$ cat config.mk
export PLATFORM = sky130hd
export DESIGN_NAME = fifo_write
export DESIGN_NICKNAME = d
export VERILOG_FILES = /design/src/rtl/fifo_write.sv
export SDC_FILE = /design/constraint.sdc
export NUM_CORES = 1
export LEC_CHECK = 0
export CORE_MARGIN = 5
export CORE_UTILIZATION = 50
export CTS_BUF_LIST = sky130_fd_sc_hd__clkbuf_8 sky130_fd_sc_hd__clkbuf_16
export DETAILED_ROUTE_END_ITERATION = 8
export PLACE_DENSITY = 0.92
export SETUP_SLACK_MARGIN = 0.15
export SYNTH_ARGS = -nofsm -noshare
export SYNTH_HDL_FRONTEND = slang
export SYNTH_SLANG_ARGS = --single-unit
$ cat constraint.sdc
create_clock -name clk -period 6.1 [get_ports clk]
set_input_delay 1.83 -clock clk [delete_from_list [all_inputs] [get_ports clk]]
set_output_delay 1.83 -clock clk [all_outputs]
set_load 0.05 [all_outputs]
$ cat src/rtl/fifo_write.sv
`default_nettype none
// ============================================================================
// Module   : fifo_write
// Brief    : Latches a packed word and byte count on an fs start request, then
//            writes the bytes MSB-first into a byte-wide FIFO with full
//            backpressure, signalling completion on fd.
// Revision : 1.0 - initial release
// ============================================================================
module fifo_write #(
    parameter int MAX_BYTES = 12,
    parameter int CNT_W     = 4
) (
    input  logic                   clk,
    input  logic                   rst,
    input  logic [8*MAX_BYTES-1:0] data,
    input  logic [CNT_W-1:0]       byte_num,
    input  logic                   fs,
    output logic                   fd,
    output logic [7:0]             fifo_txd,
    output logic                   fifo_txen,
    input  logic                   fifo_full,
    output logic [1:0]             so
);

    localparam int             c_data_w = 8 * MAX_BYTES;
    localparam logic [CNT_W-1:0] c_max_n  = CNT_W'(MAX_BYTES);
    localparam logic [CNT_W-1:0] c_one    = CNT_W'(1);

    localparam logic [1:0] c_idle = 2'd0;
    localparam logic [1:0] c_load = 2'd1;
    localparam logic [1:0] c_work = 2'd2;
    localparam logic [1:0] c_last = 2'd3;

    logic [1:0]          r_state;
    logic [1:0]          w_state_nxt;
    logic [c_data_w-1:0] r_shift;
    logic [CNT_W-1:0]    r_idx;
    logic [CNT_W-1:0]    r_n;
    logic [CNT_W-1:0]    w_idx_nxt;
    logic [CNT_W-1:0]    w_n_clamped;
    logic                w_wr;

    assign w_n_clamped = (byte_num > c_max_n) ? c_max_n : byte_num;
    assign w_wr        = (r_state == c_work) && !fifo_full;
    assign w_idx_nxt   = r_idx + c_one;

    // Combinational from the state register so an async reset drops them at once.
    assign fifo_txen = w_wr;
    assign fd        = (r_state == c_last);
    assign so        = r_state;
    // Top byte of the shift register is itself registered and holds through stalls.
    assign fifo_txd  = r_shift[c_data_w-1 -: 8];

    always_comb begin
        w_state_nxt = r_state;
        case (r_state)
            c_idle: begin
                if (fs) begin
                    w_state_nxt = c_load;
                end
            end
            c_load: begin
                w_state_nxt = (w_n_clamped == '0) ? c_last : c_work;
            end
            c_work: begin
                if (w_wr && (w_idx_nxt == r_n)) begin
                    w_state_nxt = c_last;
                end
            end
            c_last: begin
                if (!fs) begin
                    w_state_nxt = c_idle;
                end
            end
            default: begin
                w_state_nxt = c_idle;
            end
        endcase
    end

    always_ff @(posedge clk or posedge rst) begin
        if (rst) begin
            r_state <= c_idle;
            r_shift <= '0;
            r_idx   <= '0;
            r_n     <= '0;
        end else begin
            r_state <= w_state_nxt;
            if (r_state == c_load) begin
                r_shift <= data;
                r_idx   <= '0;
                r_n     <= w_n_clamped;
            end else if (w_wr) begin
                r_shift <= {r_shift[c_data_w-9:0], 8'h00};
                r_idx   <= w_idx_nxt;
            end
        end
    end

endmodule
`default_nettype wire

==> results.md, run 1 <==
- Status: finished, final reports clean
- Initial DRC Count: roughly 200
- Crit path buf inv count: 3
- Final core utilization: 0.652
- Hold WC Path Type: register to register
- Initial antenna violation count: 0
- Max FO, Critical Path: 2
- PostCTS Resize Cnt: 0
- Synth top area share: 0.525
- Synthesized flop and latch total: 106
- Fin. max-slew vios: 0
- Crit-path max cell delay: 0.45 ns
- Most frequent cells in the layout: clkdlybuf4s50_1 (114), nand2_1 (109), dfrtp_1 (106)
- Measured slew at the worst slew-check pin: about 1.2 ns
- Reg-to-reg critical path endpoint: r_shift[60]
- Worst endpoint required time: 4.27 ns
- Setup TNS: 0 ns
- Num ports: 116
- Simple-gate share of the synthesized area: 0.101
- Syn Area/Cell: 10.2 um2
- Multiplexer share of the synthesized area: 0.183
- Port-buffer cells: approximately 120
- Pwr/cell area: 468 nW/um2
- Worst-skew pair later-pin latency: 0.36 ns
- CORE AREA: 9820 um2
- Endpoints failing setup: 0
- All-Layer GR Usage: 0.196
- # DRC: 0
- VDD IR-drop max: 228 uV
- Worst Path Arrival: about 2.6 ns
- Post-Syn Instances: 494
- Clock buffer count from CTS: 9
- Hold Startpoint: r_shift[5]
- Fin crit period: 4.44 ns
- Vias per cell: 5.31
- Clock Tree Root: clkbuf_8
- RSZ-0062 raised after global routing: false
- Area contributors post-synth: dfrtp_1 (52%), mux2i_1 (18%), o21ai_0 (9.1%)
- Post-synthesis compound-gate area fraction: 0.109
- Clock sink count: 106
- Max Freq: 0.225 GHz
- Die Height: 111 um
- Largest family of logic cells by synthesized area: multiplexers
- Largest net degree at the start of global routing: 113
- Wire per inst: 16.2 um
- Layout cells sized above 1: 0.0477
- Crit path capture: fifo_txen
- XOR/XNOR Fraction of Synth Area: 0.0166
- Final Hold Vio Count: 0
- ANT nets after route: 0
- Slowest-stage cell, CP: clkdlybuf4s50_1
- Adder-cell share of the synthesized area: 0.0149
- Clk_skew: between 0.01 and 0.015 ns
- Row count: 36
- Register area share after synthesis: 0.525
- Hold_buf cts: 0
- Kind of cell adding the most delay to the critical path: buffers and inverters
- DRT Wirelength: 11,700 um
- Max_cap viols: 0
- Instance count on the critical path: 4
- Die Area: ~12,000 um2
- CP Capture Type: primary output
- Worst Setup Slack, final: 1.66 ns
- CP startpoint: fifo_full
- Unique masters post-synth: 30
- Sw frac: 0.406
- Combinational share of power: 0.433
- Routability cong.: just over 0.8
- GRT overflow: 0
- Most common cell after layout, fill and taps aside: clkdlybuf4s50_1
- Chip width: 111 um
- R2r setup slk: 3.49 ns
- H-Tree Depth: 3
- Reg power frac: 0.421
- Post-synthesis net count: 604
- Via count: 3,824
- Critical path cell sequence: clkdlybuf4s50_1 > nand2b_4 > inv_2 > buf_12
- Placed wire-length estimate: 8430 um
- Power Internal: 1780 uW
- Initial Utilization: 0.515
- CTS tree: built
- Post-CTS Setup Inserts: 0
- Worst R2R Start: so[1]
- Reg2Reg Depth: 4
- Crit share post-route: 0.727
- Ys Warns: 0
- First-pass GRT wire length: 19,900 um
- Pre-CTS setup slack: between 1.5 and 2 ns
- CP startpoint kind: primary input
- NumNets Final: between 600 and 700
- Clock Power Share: 0.146
- Mapped cell area: about 5100 um2
- Diode count: 0
- P&R area growth vs syn: 26.7%
- Leak: 0.00300 uW
- Leading area contributor after synthesis: dfrtp_1
- First-pass DRT Iterations: 6
- Worst-path clk slew: 0.10 ns
- Rel. slew slack: 0.203
- NetSw: 1220 uW
- Max clock buf depth: 2
- Vias in the first global route: 4,060
- Critical Setup Path Class: primary input to primary output
==> per-layer routing <==
layer / GRT usage / wire length [um] / up-vias
li1: - / - / 1860
met5: 0 / 0 / -
met1: 0.262 / 5080 / 1825
met2: 0.323 / 5730 / 118
met3: 0.0356 / 632 / 21
met4: 0.0649 / 248 / 0
==> cells in the mapped netlist (all sizes together) <==
master	count
o31ai	2
nor3b	3
and3	1
a31oi	2
nor2	4
nand3	5
a211oi	2
inv	6
ha	6
a21oi	3
buf	29
clkbuf	13
xnor3	1
nand3b	1
mux2	3
nand2	109
nor4	1
nand2b	1
dfrtp	106
o21ai	99
mux2i	89
xor2	2
or3	1
xnor2	5
==> final cells by class <==
type / count / area [um2]
fill: 793 / 3420
sequential: 106 / 2650
multi-input combinational: 340 / 2170
timing repair buffer: 119 / 1190
tap: 133 / 166
clock buffer: 9 / 124
clock inverter: 7 / 78.8
inverter: 6 / 25.0
==> power groups by stage <==
stage | registers [uW] | clock network (uW) | logic (uW)
after global routing | 1300 | 481 | 1470
after global placement | 1250 | 0 | 1220
after detailed placement | 1280 | 0 | 1300
final | 1260 | 437 | 1300
after floorplan | 1210 | 0 | 1010
after CTS | 1260 | 448 | 1310
==> cell families (layout without fill, tap and decap cells) <==
kind of cell	Yosys count	count (layout)
AOI/OAI and AO/OA	108	108
xor gates and xnor gates	8	8
adders and majority gates	6	6
buffers and inverters	48	141
DFF	106	106
muxes	92	92
and+or+nand+nor	126	126
==> worst min-delay path by stage <==
| stage | cells after the start | to | slack, ns |
|---|---|---|---|
| final | 2 | r_shift[5] | 0.54 |
| after global routing | 1 | r_n[2] | 0.58 |
| after CTS | 2 | r_shift[5] | 0.54 |
| after detailed placement | 2 | r_shift[5] | 0.52 |
| after global placement | 1 | r_n[2] | 0.51 |
| after floorplan | 1 | r_n[2] | 0.49 |
==> tightest hold or removal path, cell delays in order, from the launching register on <==
cell,delay (ns)
dfrtp_1,0.39
nand2_1,0.06
o21ai_0,0.06
==> sequential cells by signal (all words and copies together), names as in the netlist <==
register  flops
r_n           4
r_idx         4
so            2
r_shift      96
==> metrics by stage <==
stage | hold slack [ns] | instance area [um2] | cells | total power (uW)
after global placement | 0.508 | 6200 | 704 | 2480
after floorplan | 0.492 | 5050 | 494 | 2220
after CTS | 0.538 | 6400 | 720 | 3020
after global routing | 0.584 | 6400 | 720 | 3250
final | 0.538 | 6400 | 720 | 3000
after detailed placement | 0.525 | 6200 | 704 | 2580
(Power assumes the default switching activity.)
==> run 2, diff against run 1 <==
Clock period 6.1 ns to 4.6 ns, I/O delays scaled along.
==> run 2 against run 1 <==
- clock skew hardly changed
- worst hold slack worse by 0.0014 ns
- worst setup slack worse by 0.61 ns
- critical path type unchanged
==> results.md, run 2 (synthesis gave the netlist of run 1 again) <==
- Status: finished, final reports clean
- Worst Path Arrival: 2.16 ns
- ANT nets after route: 0
- Die Area: around 12,000 um2
- Hold WC Path Type: register to register
- PostCTS Resize Cnt: 0
- Fin. max-slew vios: 0
- Die Height: 111 um
- Most common cell after layout, fill and taps aside: clkdlybuf4s50_1
- Met2 WL post-DR: 5850 um
- Initial Utilization: 0.515
- Largest net degree at the start of global routing: between 100 and 150
- Via count: 3,837
- Crit share post-route: 0.770
- Initial DRC Count: 280
- Worst endpoint required time: approximately 3.2 ns
- NumNets Final: 694
- All-Layer GR Usage: 0.194
- Clock sink count: 106
- Leak: 0.00301 uW
- Layout cells sized above 1: 0.0493
- Post-CTS Setup Inserts: 0
- Largest registers: r_shift (96), r_idx (4), r_n (4)
- Combinational share of power: 0.434
- Worst Setup Slack, final: roughly 1.1 ns
- Hold_buf cts: 0
- Wire per inst: 16.3 um
- Max Freq: 0.282 GHz
- GRT overflow: 0
- First-pass GRT wire length: 19,600 um
- Chip width: 111 um
- VDD IR-drop max: 287 uV
- Port-buffer cells: roughly 120
- CORE AREA: ~9800 um2
- First-pass DRT Iterations: 4
- Final Hold Vio Count: 0
- CP Capture Type: primary output
- Routability cong.: just over 0.8
- Clock buffer count from CTS: 9
- Largest register by flop count: r_shift
- Hold Slack: between 0.5 and 0.6 ns
- Pre-CTS setup slack: 1.05 ns
- Rel. slew slack: 0.198
- P&R area growth vs syn: 26.8%
- Setup TNS: 0 ns
- Layout Cell Area excl Fill: 6410 um2
- Final core utilization: 0.653
- Max FO, Critical Path: 2
- Initial antenna violation count: 0
- Max clock buf depth: 2
- # DRC: 0
- Diode count: 0
- Cell Area, Placed: 6220 um2
- Placed wire-length estimate: 8430 um
- Row count: 36
- Metal-1 WL: roughly 5200 um
- Critical Setup Path Class: primary input to primary output
- Met3 wire length: around 600 um
- Sw frac: 0.403
- Vias per cell: 5.32
- Num ports: 116
- H-Tree Depth: 3
- Top Metal Used: met4
- Clock Tree Root: clkbuf_8
- Worst-path clk slew: 0.09 ns
- Clock Power Share: 0.145
- Reg power frac: 0.421
- Endpoints failing setup: 0
- Max reg flops: 96
- Fin crit period: ~3.5 ns
- CTS tree: built
- CP startpoint kind: primary input
- Pwr/cell area: 618 nW/um2
- Clk_skew: 0.00993 ns
- Vias in the first global route: 3,934
- Worst-skew pair later-pin latency: 0.36 ns
- Most frequent cells in the layout: clkdlybuf4s50_1 (114), nand2_1 (109), dfrtp_1 (106)
- NetSw: 1590 uW
- Power Internal: 2370 uW
- DRT Wirelength: about 12,000 um
- RSZ-0062 raised after global routing: false
- Max_cap viols: 0
- Measured slew at the worst slew-check pin: 1.20 ns
-- run 2: cell count changes in the layout (fill, tap and decap cells not counted), sizes merged --
cell / delta
clkinv: -1
inv: -1
clkbuf: +1
buf: +2
-- run 2: power groups by stage --
stage / Clock [uW] / Sequential (uW) / Combinational (uW)
2_1_floorplan: 0 / 1610 / 1330
3_5_place_dp: 0 / 1690 / 1720
4_1_cts: 582 / 1670 / 1730
5_1_grt: 619 / 1730 / 1920
3_3_place_gp: 0 / 1660 / 1630
6_report: 572 / 1670 / 1720
-- run 2: per-layer routing --
layer  vias up  track usage
met3        13       0.0432
met5         -            0
li1       1858            -
met2       121        0.318
met1      1845        0.262
met4         0       0.0534
-- run 2: cell type report --
| type | instances | area [um2] |
|---|---|---|
| fillers | 780 | 3410 |
| clock buffers | 10 | 138 |
| clock inverters | 5 | 55.1 |
| repair buffers | 121 | 1210 |
| flip-flops and latches | 106 | 2650 |
| multi-input cells | 340 | 2170 |
| well taps | 133 | 166 |
| inverters | 6 | 25.0 |
-- run 2: critical path: stages --
cell,delay (ns)
clkdlybuf4s50_1,0.46
nand2b_4,0.13
inv_2,0.06
buf_12,0.14
-- run 2: per-stage QoR --
stage | std cells | power, uW
final | 721 | 3960
after CTS | 721 | 3980
after global placement | 706 | 3290
after floorplan | 494 | 2940
after detailed placement | 706 | 3410
after global routing | 721 | 4270
-- run 2: final timing paths --
check / from / end / slack (ns) / cells after the start
min reg2reg: r_shift[7] / r_shift[7] / 0.54 / 2
min: r_shift[7] / r_shift[7] / 0.54 / 2
max reg2reg: so[0] / r_shift[64] / 2.09 / 6
max: fifo_full / fifo_txen / 1.06 / 4
min in group asynchronous: rst / r_shift[91] / 1.51 / 2
max in group asynchronous: rst / r_shift[32] / 2.25 / 3
